$ cat src/rtl/edge_frame_sched.sv
// Frame sequencer ahead of the 3x3 window / Sobel pipeline: arms on cfg_start, forwards one
// camera frame, checks its geometry and emits the flush line. Watchdog: EDGE_FRAME_SCHED_TIMEOUT_EN.
module edge_frame_sched #(
  parameter logic [15:0] IMG_HDISP   = 16'd640,
  parameter logic [15:0] IMG_VDISP   = 16'd480,
  parameter logic [15:0] DELAY_NUM   = 16'd10,
  parameter logic [31:0] TIMEOUT_CYC = 32'd50_000_000
) (
  input  logic       clk,
  input  logic       rst,
  input  logic       cfg_start,
  input  logic       cfg_abort,
  input  logic       cfg_continuous,
  input  logic       in_vsync,
  input  logic       in_href,
  input  logic [7:0] in_gray,
  output logic       out_vsync,
  output logic       out_href,
  output logic [7:0] out_gray,
  output logic       flush_href,
  output logic       busy,
  output logic       done,
  output logic       err_hlen,
  output logic       err_vlen,
  output logic       err_timeout
);

  typedef enum logic [2:0] {
    S_IDLE,
    S_WAIT_VS,
    S_ACTIVE,
    S_GAP,
    S_FLUSH,
    S_DONE
  } state_t;

  state_t      state;
  state_t      state_nxt;
  logic        vs_d;
  logic        href_d;
  logic [15:0] hcnt;
  logic [15:0] vcnt;
  logic [15:0] dcnt;
  logic [15:0] fcnt;

  logic        vs_rise;
  logic        vs_fall;
  logic        href_fall;
  logic        line_end;
  logic        frame_full;
  logic        start_accept;
  logic        timeout_hit;
  logic [15:0] vcnt_inc;
  logic [15:0] vcnt_eff;

  assign vs_rise      = in_vsync & ~vs_d;
  assign vs_fall      = ~in_vsync & vs_d;
  assign href_fall    = ~in_href & href_d;
  assign line_end     = (state == S_ACTIVE) & href_fall;
  assign vcnt_inc     = vcnt + 16'd1;
  assign vcnt_eff     = line_end ? vcnt_inc : vcnt;
  assign frame_full   = line_end & (vcnt_inc == IMG_VDISP);
  assign start_accept = (state == S_IDLE) & cfg_start & ~cfg_abort;

  // A vsync fall that coincides with a line end still counts that line before judging the frame.
  always_comb begin
    state_nxt = state;
    case (state)
      S_IDLE:    if (cfg_start) state_nxt = S_WAIT_VS;
      S_WAIT_VS: if (vs_rise) state_nxt = S_ACTIVE;
      S_ACTIVE: begin
        if (frame_full)
          state_nxt = S_GAP;
        else if (vs_fall)
          state_nxt = (vcnt_eff == 16'd0) ? S_DONE : S_GAP;
      end
      S_GAP:     if (dcnt + 16'd1 >= DELAY_NUM) state_nxt = S_FLUSH;
      S_FLUSH:   if (fcnt + 16'd1 >= IMG_HDISP) state_nxt = S_DONE;
      S_DONE:    state_nxt = cfg_continuous ? S_WAIT_VS : S_IDLE;
      default:   state_nxt = S_IDLE;
    endcase
    if (timeout_hit) state_nxt = S_IDLE;
    if (cfg_abort)   state_nxt = S_IDLE;
  end

  // Outputs are registered from the next state so abort/timeout silence them one cycle later.
  always_ff @(posedge clk) begin
    if (rst) begin
      state      <= S_IDLE;
      vs_d       <= 1'b0;
      href_d     <= 1'b0;
      hcnt       <= 16'd0;
      vcnt       <= 16'd0;
      dcnt       <= 16'd0;
      fcnt       <= 16'd0;
      out_vsync  <= 1'b0;
      out_href   <= 1'b0;
      out_gray   <= 8'd0;
      flush_href <= 1'b0;
      busy       <= 1'b0;
      done       <= 1'b0;
      err_hlen   <= 1'b0;
      err_vlen   <= 1'b0;
    end else begin
      state      <= state_nxt;
      vs_d       <= in_vsync;
      href_d     <= in_href;
      out_gray   <= in_gray;
      out_href   <= in_href & (state == S_ACTIVE) & (state_nxt != S_IDLE);
      out_vsync  <= ((state == S_ACTIVE) | (state == S_GAP) | (state == S_FLUSH)) &
                    (state_nxt != S_IDLE);
      flush_href <= (state_nxt == S_FLUSH);
      busy       <= (state_nxt != S_IDLE);
      done       <= (state_nxt == S_DONE);

      if (state == S_ACTIVE) begin
        if (href_fall)
          hcnt <= 16'd0;
        else if (in_href)
          hcnt <= hcnt + 16'd1;
        if (line_end)
          vcnt <= vcnt_inc;
      end else begin
        hcnt <= 16'd0;
        vcnt <= 16'd0;
      end

      dcnt <= (state == S_GAP)   ? dcnt + 16'd1 : 16'd0;
      fcnt <= (state == S_FLUSH) ? fcnt + 16'd1 : 16'd0;

      if (start_accept) begin
        err_hlen <= 1'b0;
        err_vlen <= 1'b0;
      end else begin
        if (line_end && (hcnt != IMG_HDISP))
          err_hlen <= 1'b1;
        if ((state == S_ACTIVE) && vs_fall && !frame_full)
          err_vlen <= 1'b1;
      end
    end
  end

`ifdef EDGE_FRAME_SCHED_TIMEOUT_EN
  logic [31:0] wdog;
  logic        wdog_zone;
  logic        wdog_entry;
  logic        href_rise;

  assign wdog_zone   = (state == S_WAIT_VS) | (state == S_ACTIVE);
  assign wdog_entry  = ((state_nxt == S_WAIT_VS) | (state_nxt == S_ACTIVE)) & (state_nxt != state);
  assign href_rise   = in_href & ~href_d;
  assign timeout_hit = wdog_zone & (wdog == TIMEOUT_CYC - 32'd1);

  // wdog counts cycles spent waiting since the last sign of life from the camera.
  always_ff @(posedge clk) begin
    if (rst) begin
      wdog        <= 32'd0;
      err_timeout <= 1'b0;
    end else begin
      if (wdog_entry || href_rise || !wdog_zone)
        wdog <= 32'd0;
      else
        wdog <= wdog + 32'd1;

      if (start_accept)
        err_timeout <= 1'b0;
      else if (timeout_hit)
        err_timeout <= 1'b1;
    end
  end
`else
  assign timeout_hit = 1'b0 & (TIMEOUT_CYC == 32'd0);
  assign err_timeout = 1'b0;
`endif

endmodule

$ cat config.mk
export PLATFORM = sky130hd
export DESIGN_NAME = edge_frame_sched
export DESIGN_NICKNAME = d
export VERILOG_FILES = /design/src/rtl/edge_frame_sched.sv
export SDC_FILE = /design/constraint.sdc
export NUM_CORES = 1
export LEC_CHECK = 0
export ABC_AREA = 0
export CORE_UTILIZATION = 35
export CTS_CLUSTER_DIAMETER = 40
export DETAILED_ROUTE_END_ITERATION = 10
export PLACE_DENSITY = 0.5
export SLEW_MARGIN = 20
export SYNTH_ARGS = -nofsm -noshare
export SYNTH_HDL_FRONTEND = slang
export SYNTH_SLANG_ARGS = --single-unit
$ cat constraint.sdc
create_clock -name clk -period 8.3 [get_ports clk]
set_input_delay 2.49 -clock clk [delete_from_list [all_inputs] [get_ports clk]]
set_output_delay 2.49 -clock clk [all_outputs]
set_load 0.01 [all_outputs]
==> results of run 1 <==
-- layout by cell type, fill, tap and decap left out, drive strengths merged, types with 11 or more instances in the layout --
cell type      instances
dfxtp                 84
nor2                  84
nand2                 36
xor2                  35
clkdlybuf4s50         29
xnor2                 26
nand3                 22
nand4                 21
nor3                  18
nor2b                 15
o21ai                 15
a21oi                 14
and3                  14
clkbuf                14
or3                   12
inv                   11
-- cells in the mapped netlist (all sizes together), types with 4 or more instances --
cell / instances
buf: 8
nor2b: 15
mux2i: 5
clkbuf: 21
dfxtp: 84
and2: 7
nor3: 18
nand2: 36
a21oi: 14
nor2: 84
o21ai: 15
xor2: 35
and4: 6
nand4: 21
nand3: 22
xnor2: 26
inv: 10
ha: 7
a21o: 4
and3: 14
or3: 12
nor4: 7
-- cell type report --
type                       instances  area [sq um]  share of cell area [%]
sequential                        84          1680                    33.4
multi-input combinational        402          2530                    50.2
timing repair buffer              29           290                    5.76
tap                              168           210                    4.17
clock inverter                     2          16.3                   0.323
inverter                          10          37.5                   0.745
clock buffer                      14           274                    5.44
-- metal layers --
metal  vias to the layer above  track usage (%)  part of all wire, %
met5                         -                0                    0
met4                         0             7.71                  2.2
met3                        17             3.22                  3.2
met2                        47             23.8                   44
met1                      1654             21.2                   50
li1                       1858                -                    -
-- per-stage QoR --
stage | util (%) | total power, W | instance area, sq um | setup WS (ps)
final | 41.3 | 0.000823 | 5040 | 3130
after global routing | 41.3 | 0.000857 | 5040 | 2890
after CTS | 41.3 | 0.000838 | 5040 | 3130
after detailed placement | 38.9 | 0.000440 | 4750 | 2770
after global placement | 38.9 | 0.000439 | 4750 | 2800
after floorplan | - | 0.000427 | 4460 | 3480
-- cell families after synthesis --
group                    after synthesis
other                                  1
adder cells (fa/ha/maj)                7
XOR/XNOR                              61
flip-flops                            84
AO/OA/AOI/OAI                         66
AND/OR/NAND/NOR                      261
buffers and inverters                 39
multiplexers                           6
-- registers in the layout, summed over array words and instances (netlist names), 3 cells and up --
| name | cells |
|---|---|
| dcnt | 16 |
| vcnt | 16 |
| fcnt | 16 |
| state | 3 |
| hcnt | 16 |
| out_gray | 8 |
-- worst max-delay path: cells and delay by family --
kind	cells	cell delay [ps]
simple gates	6	2180
xor+xnor	1	70
compound gates	1	150
buf+inv	1	550
-- power breakdown --
group	switching, W	internal, W	total (W)	leakage [nW]
clock	0.000164	0.000229	0.000393	0.140
combinational	0.00000936	0.0000129	0.0000223	0.811
sequential	0.00000195	0.000406	0.000408	0.679
-- path summary, 6_finish.rpt --
path	depth (start not counted)	to	slack (ps)
max	9	done$_SDFF_PP0_	3130
min	1	fcnt[0]$_SDFF_PP0_	460
max reg2reg	9	done$_SDFF_PP0_	5340
min reg2reg	1	fcnt[0]$_SDFF_PP0_	460
==> impl_metrics.yaml, run 1 <==
yosys:
  syn_nets: 547
  synth_top_family_by_area: "simple AND/OR/NAND/NOR gates"
  synth_compound_area_share_pct: 10.1
  ys_ff_latch: 84
  synth_xor_area_share_pct: 12.0
  yosysSeqAreaShare_pct: 37.7
  synth_edf_count: 0
  synth_flop_cell: "dfxtp_1"
  yosys-top-cells-area: "dfxtp_1 38%, nor2_1 7.0%, xor2_1 6.9%"
  yosys.area_share.simple_pct: 31.2
  yosys.area.top_type_share_pct: 37.7
  async_flop_share_pct: 0
  synth.avg_cell_area_sq_um: 8.49
  synth.distinct_cells: 66
  synth_mux_area_share_pct: 1.38
  synth_fa_ha_area_share_pct: 1.96
  synth_top_area_cell: "dfxtp_1"
  syn-instance-count: 525
  yosysWarningCount: 0
  synth_area_sq_um: 4460
worst_setup_path:
  regToRegStartpoint: "vcnt[0]$_SDFF_PP0_"
  worstPathRequired_ps: 8600
  start_kind: "primary input"
  end_kind: "flop"
  cpMostUsedCell: "nor4_4"
  cp_slowest_cell: "clkdlybuf4s50_1"
  critPathKind: "in2reg"
  cp.arrival_ps: 5470
  cp_cell_sequence: "clkdlybuf4s50_1, nand4bb_4, nor4_4, and4_2, xor2_1, or4_4, nor4_4, a21o_1, and3b_1"
  cp_slowest_stage_delay_ps: 550
  startpoint: "in_href"
  path_max_fanout: 9
route:
  post_drt_wl_per_cell_um: 13.4
  drc_errors: 0
  dr.pass1.iters: 4
  viasPerCell: 5.04
  drt_iter0_drc: 181
  via_count: 3576
  drt-total-wl_um: 9520
  antenna_left: 0
die:
  initial_core_util_pct: 36.5
  pin_count: 31
  die_area_sq_um: 13200
  std_cell_rows: 40
  die_h_um: 115
  core_sq_um: 12200
  die_width_um: 115
clock_network:
  cts.sinks: 84
  cts_tree: "yes"
  htree_levels: 3
  clk_transition_reported_paths_ps: 60
  hold_buffers: 0
  cts_setup_buffers: 0
  clockRootBuffer: "clkbuf_16"
  cts_buffers: 9
  cts_resized: 0
  clock_latency_ps: 350
  clock_path_buffers: 2
timing:
  max_freq_ghz: 0.193
  rsz0062_at_grt: "false"
  hold_slack_ps: 461
  worst_pin_slew_ps: 785
  fin_worst_skew_ps: 7.46
  relSlewSlack_pct: 47.5
  tns_ps: 0
  final_max_slew_viol_count: 0
  min_period_ps: 5170
  period_share_pct: 62.3
  finalHoldViolations: 0
  finalSetupViolCount: 0
placed_design:
  io_buffers: 29
  gp_congestion: 0.824
  dp.cells: 693
  dp.final_hpwl_um: 6630
global_routing:
  grt_first_pass_wirelength_um: 16300
  grt_remaining_overflow: 0
  grt_max_degree: 23
  grt_pass1_vias: 3353
  grt_util_all_layers_pct: 15.7
  antenna_found_initial: 0
final_layout:
  stdcell_count: 709
  drive_above_1_share_pct: 5.18
  area_growth_pct: 13.0
  antenna_cells: 0
  nets: 558
  fillCellCount: 1288
worst_hold_path:
  hp-start: "fcnt[0]$_SDFF_PP0_"
  hold_path.class: "reg2reg"
power:
  irDropWorstVdd_v: 0.0000863
  p_leak_nw: 1.63
  power.density_nw_per_um2: 163
status:
  status: "completed"
run:
  max_cap_violations: 0
Power figures use the tool's default switching activity.
==> inputs of run 2 (changes only) <==
--- a/config.mk
+++ b/config.mk
@@ -9,7 +9,7 @@
 export CORE_UTILIZATION = 35
 export CTS_CLUSTER_DIAMETER = 40
 export DETAILED_ROUTE_END_ITERATION = 10
-export PLACE_DENSITY = 0.5
+export PLACE_DENSITY = 0.52
 export SLEW_MARGIN = 20
 export SYNTH_ARGS = -nofsm -noshare
 export SYNTH_HDL_FRONTEND = slang
==> constraint.sdc (replaced) <==
create_clock -name clk -period 4.7 [get_ports clk]
set_input_delay 1.41 -clock clk [delete_from_list [all_inputs] [get_ports clk]]
set_output_delay 1.41 -clock clk [all_outputs]
set_load 0.01 [all_outputs]
==> impl_metrics.yaml, run 2 (synthesized netlist as in run 1, its figures left out) <==
status:
  status: "completed"
final_layout:
  nets: 560
  fillCellCount: 1253
  final_common_cell: "dfxtp_1"
  final_cell_mix: "84 x dfxtp_1, 83 x nor2_1, 36 x nand2_1"
  antenna_cells: 0
  drive_above_1_share_pct: 5.89
  fin_util_pct: 41.7
  area_growth_pct: 14.2
worst_setup_path:
  rr_worst_depth: 9
  r2r_end: "done$_SDFF_PP0_"
  cp_slowest_cell: "or4_4"
  end_kind: "flop"
  worstPathRequired_ps: 4990
  cpMostUsedCell: "nor4_4"
  critPathKind: "in2reg"
  start_kind: "primary input"
  path_max_fanout: 9
  ff2ff_setup_slack_ps: 1730
  cp_cell_sequence: "clkdlybuf4s50_1, nand4bb_4, nor4_4, and4_2, xor2_1, or4_4, nor4_4, a21o_1, and3b_1"
  cp.arrival_ps: 4200
  regToRegStartpoint: "vcnt[0]$_SDFF_PP0_"
  cp_slowest_stage_delay_ps: 540
die:
  die_h_um: 115
  die_width_um: 115
  core_sq_um: 12200
  std_cell_rows: 40
  pin_count: 31
  initial_core_util_pct: 36.5
  die_area_sq_um: 13200
clock_network:
  clk_transition_reported_paths_ps: 60
  hold_buffers: 0
  cts_buffers: 9
  clockRootBuffer: "clkbuf_16"
  cts_setup_buffers: 0
  cts.sinks: 84
  htree_levels: 3
  clock_latency_ps: 350
  cts_tree: "yes"
  clock_path_buffers: 2
  cts_resized: 0
global_routing:
  grt_remaining_overflow: 0
  antenna_found_initial: 0
  grt_first_pass_wirelength_um: 16400
  grt_util_all_layers_pct: 15.8
  grt_max_degree: 23
  grt_pass1_vias: 3401
placed_design:
  dp.final_hpwl_um: 6630
  gp_congestion: 0.814
  io_buffers: 29
  place_ws_ps: 423
timing:
  min_period_ps: 3910
  final_max_slew_viol_count: 0
  relSlewSlack_pct: 53.5
  period_share_pct: 83.1
  worst_pin_slew_ps: 697
  rsz0062_at_grt: "false"
  max_freq_ghz: 0.256
  finalSetupViolCount: 0
  tns_ps: 0
  finalHoldViolations: 0
  worst_slack_ps: 792
  fin_worst_skew_ps: 8.03
run:
  max_cap_violations: 0
worst_hold_path:
  worst_hold_path.endpoint: "fcnt[0]$_SDFF_PP0_"
  hp-start: "fcnt[0]$_SDFF_PP0_"
  hold_path.class: "reg2reg"
  hold_depth: 1
route:
  dr.pass1.iters: 4
  via_count: 3598
  drc_errors: 0
  drt-total-wl_um: 9390
  drt_iter0_drc: 214
  antenna_left: 0
  viasPerCell: 5.06
  post_drt_wl_per_cell_um: 13.2
power:
  p_total_w: 0.00154
  power.density_nw_per_um2: 303
  irDropWorstVdd_v: 0.000280
  p_leak_nw: 1.65
run 2: cell count changes in the layout (fill, tap and decap cells not counted), moves of 2 or more:
cell,change
buf_4,+2
bufinv_16,+2
clkbuf_1,-2
clkbuf_8,-2
clkinvlp_4,+2
run 2: stage by stage:
step / cells / hold WS (ps) / cell area, sq um
floorplan: 525 / 426 / 4460
global placement: 695 / 441 / 4760
detailed placement: 695 / 446 / 4760
CTS: 711 / 460 / 5090
global route: 711 / 497 / 5090
finish: 711 / 458 / 5090
run 2: cell type report:
type                            count  area, sq um  area share, %
Multi-Input combinational cell    402         2530           49.7
Clock inverter                      6         87.6           1.72
Clock buffer                       10          239           4.70
Tap cell                          168          210           4.13
Sequential cell                    84         1680           33.0
Inverter                           10         37.5          0.737
Timing Repair Buffer               31          305           6.00
run 2: how the worst max path moves through the flow:
stage                     startpoint               to  slack (ps)
after floorplan              in_href  done$_SDFF_PP0_         960
after global placement       in_href  done$_SDFF_PP0_         450
after detailed placement     in_href  done$_SDFF_PP0_         420
after CTS                    in_href  done$_SDFF_PP0_         790
after global routing         in_href  done$_SDFF_PP0_         690
final                        in_href  done$_SDFF_PP0_         790
run 2: routing by layer:
metal  up-vias  share of wire, %  GRT usage, %
met5         -                 0             0
met4         0               1.2          4.68
met3        10               4.0          5.22
met2        47                45          24.8
met1      1677                50          20.4
li1       1864                 -             -
run 2: critical path: cells and delay by family:
family | cells | cell delay [ps]
simple gates | 6 | 2130
xor+xnor | 1 | 80
buf+inv | 1 | 420
compound gates | 1 | 150
run 2: report_power, final:
group | total [W] | switching [W] | internal, W
clock | 0.000778 | 0.000300 | 0.000479
combinational | 0.0000408 | 0.0000170 | 0.0000239
sequential | 0.000720 | 0.00000335 | 0.000717
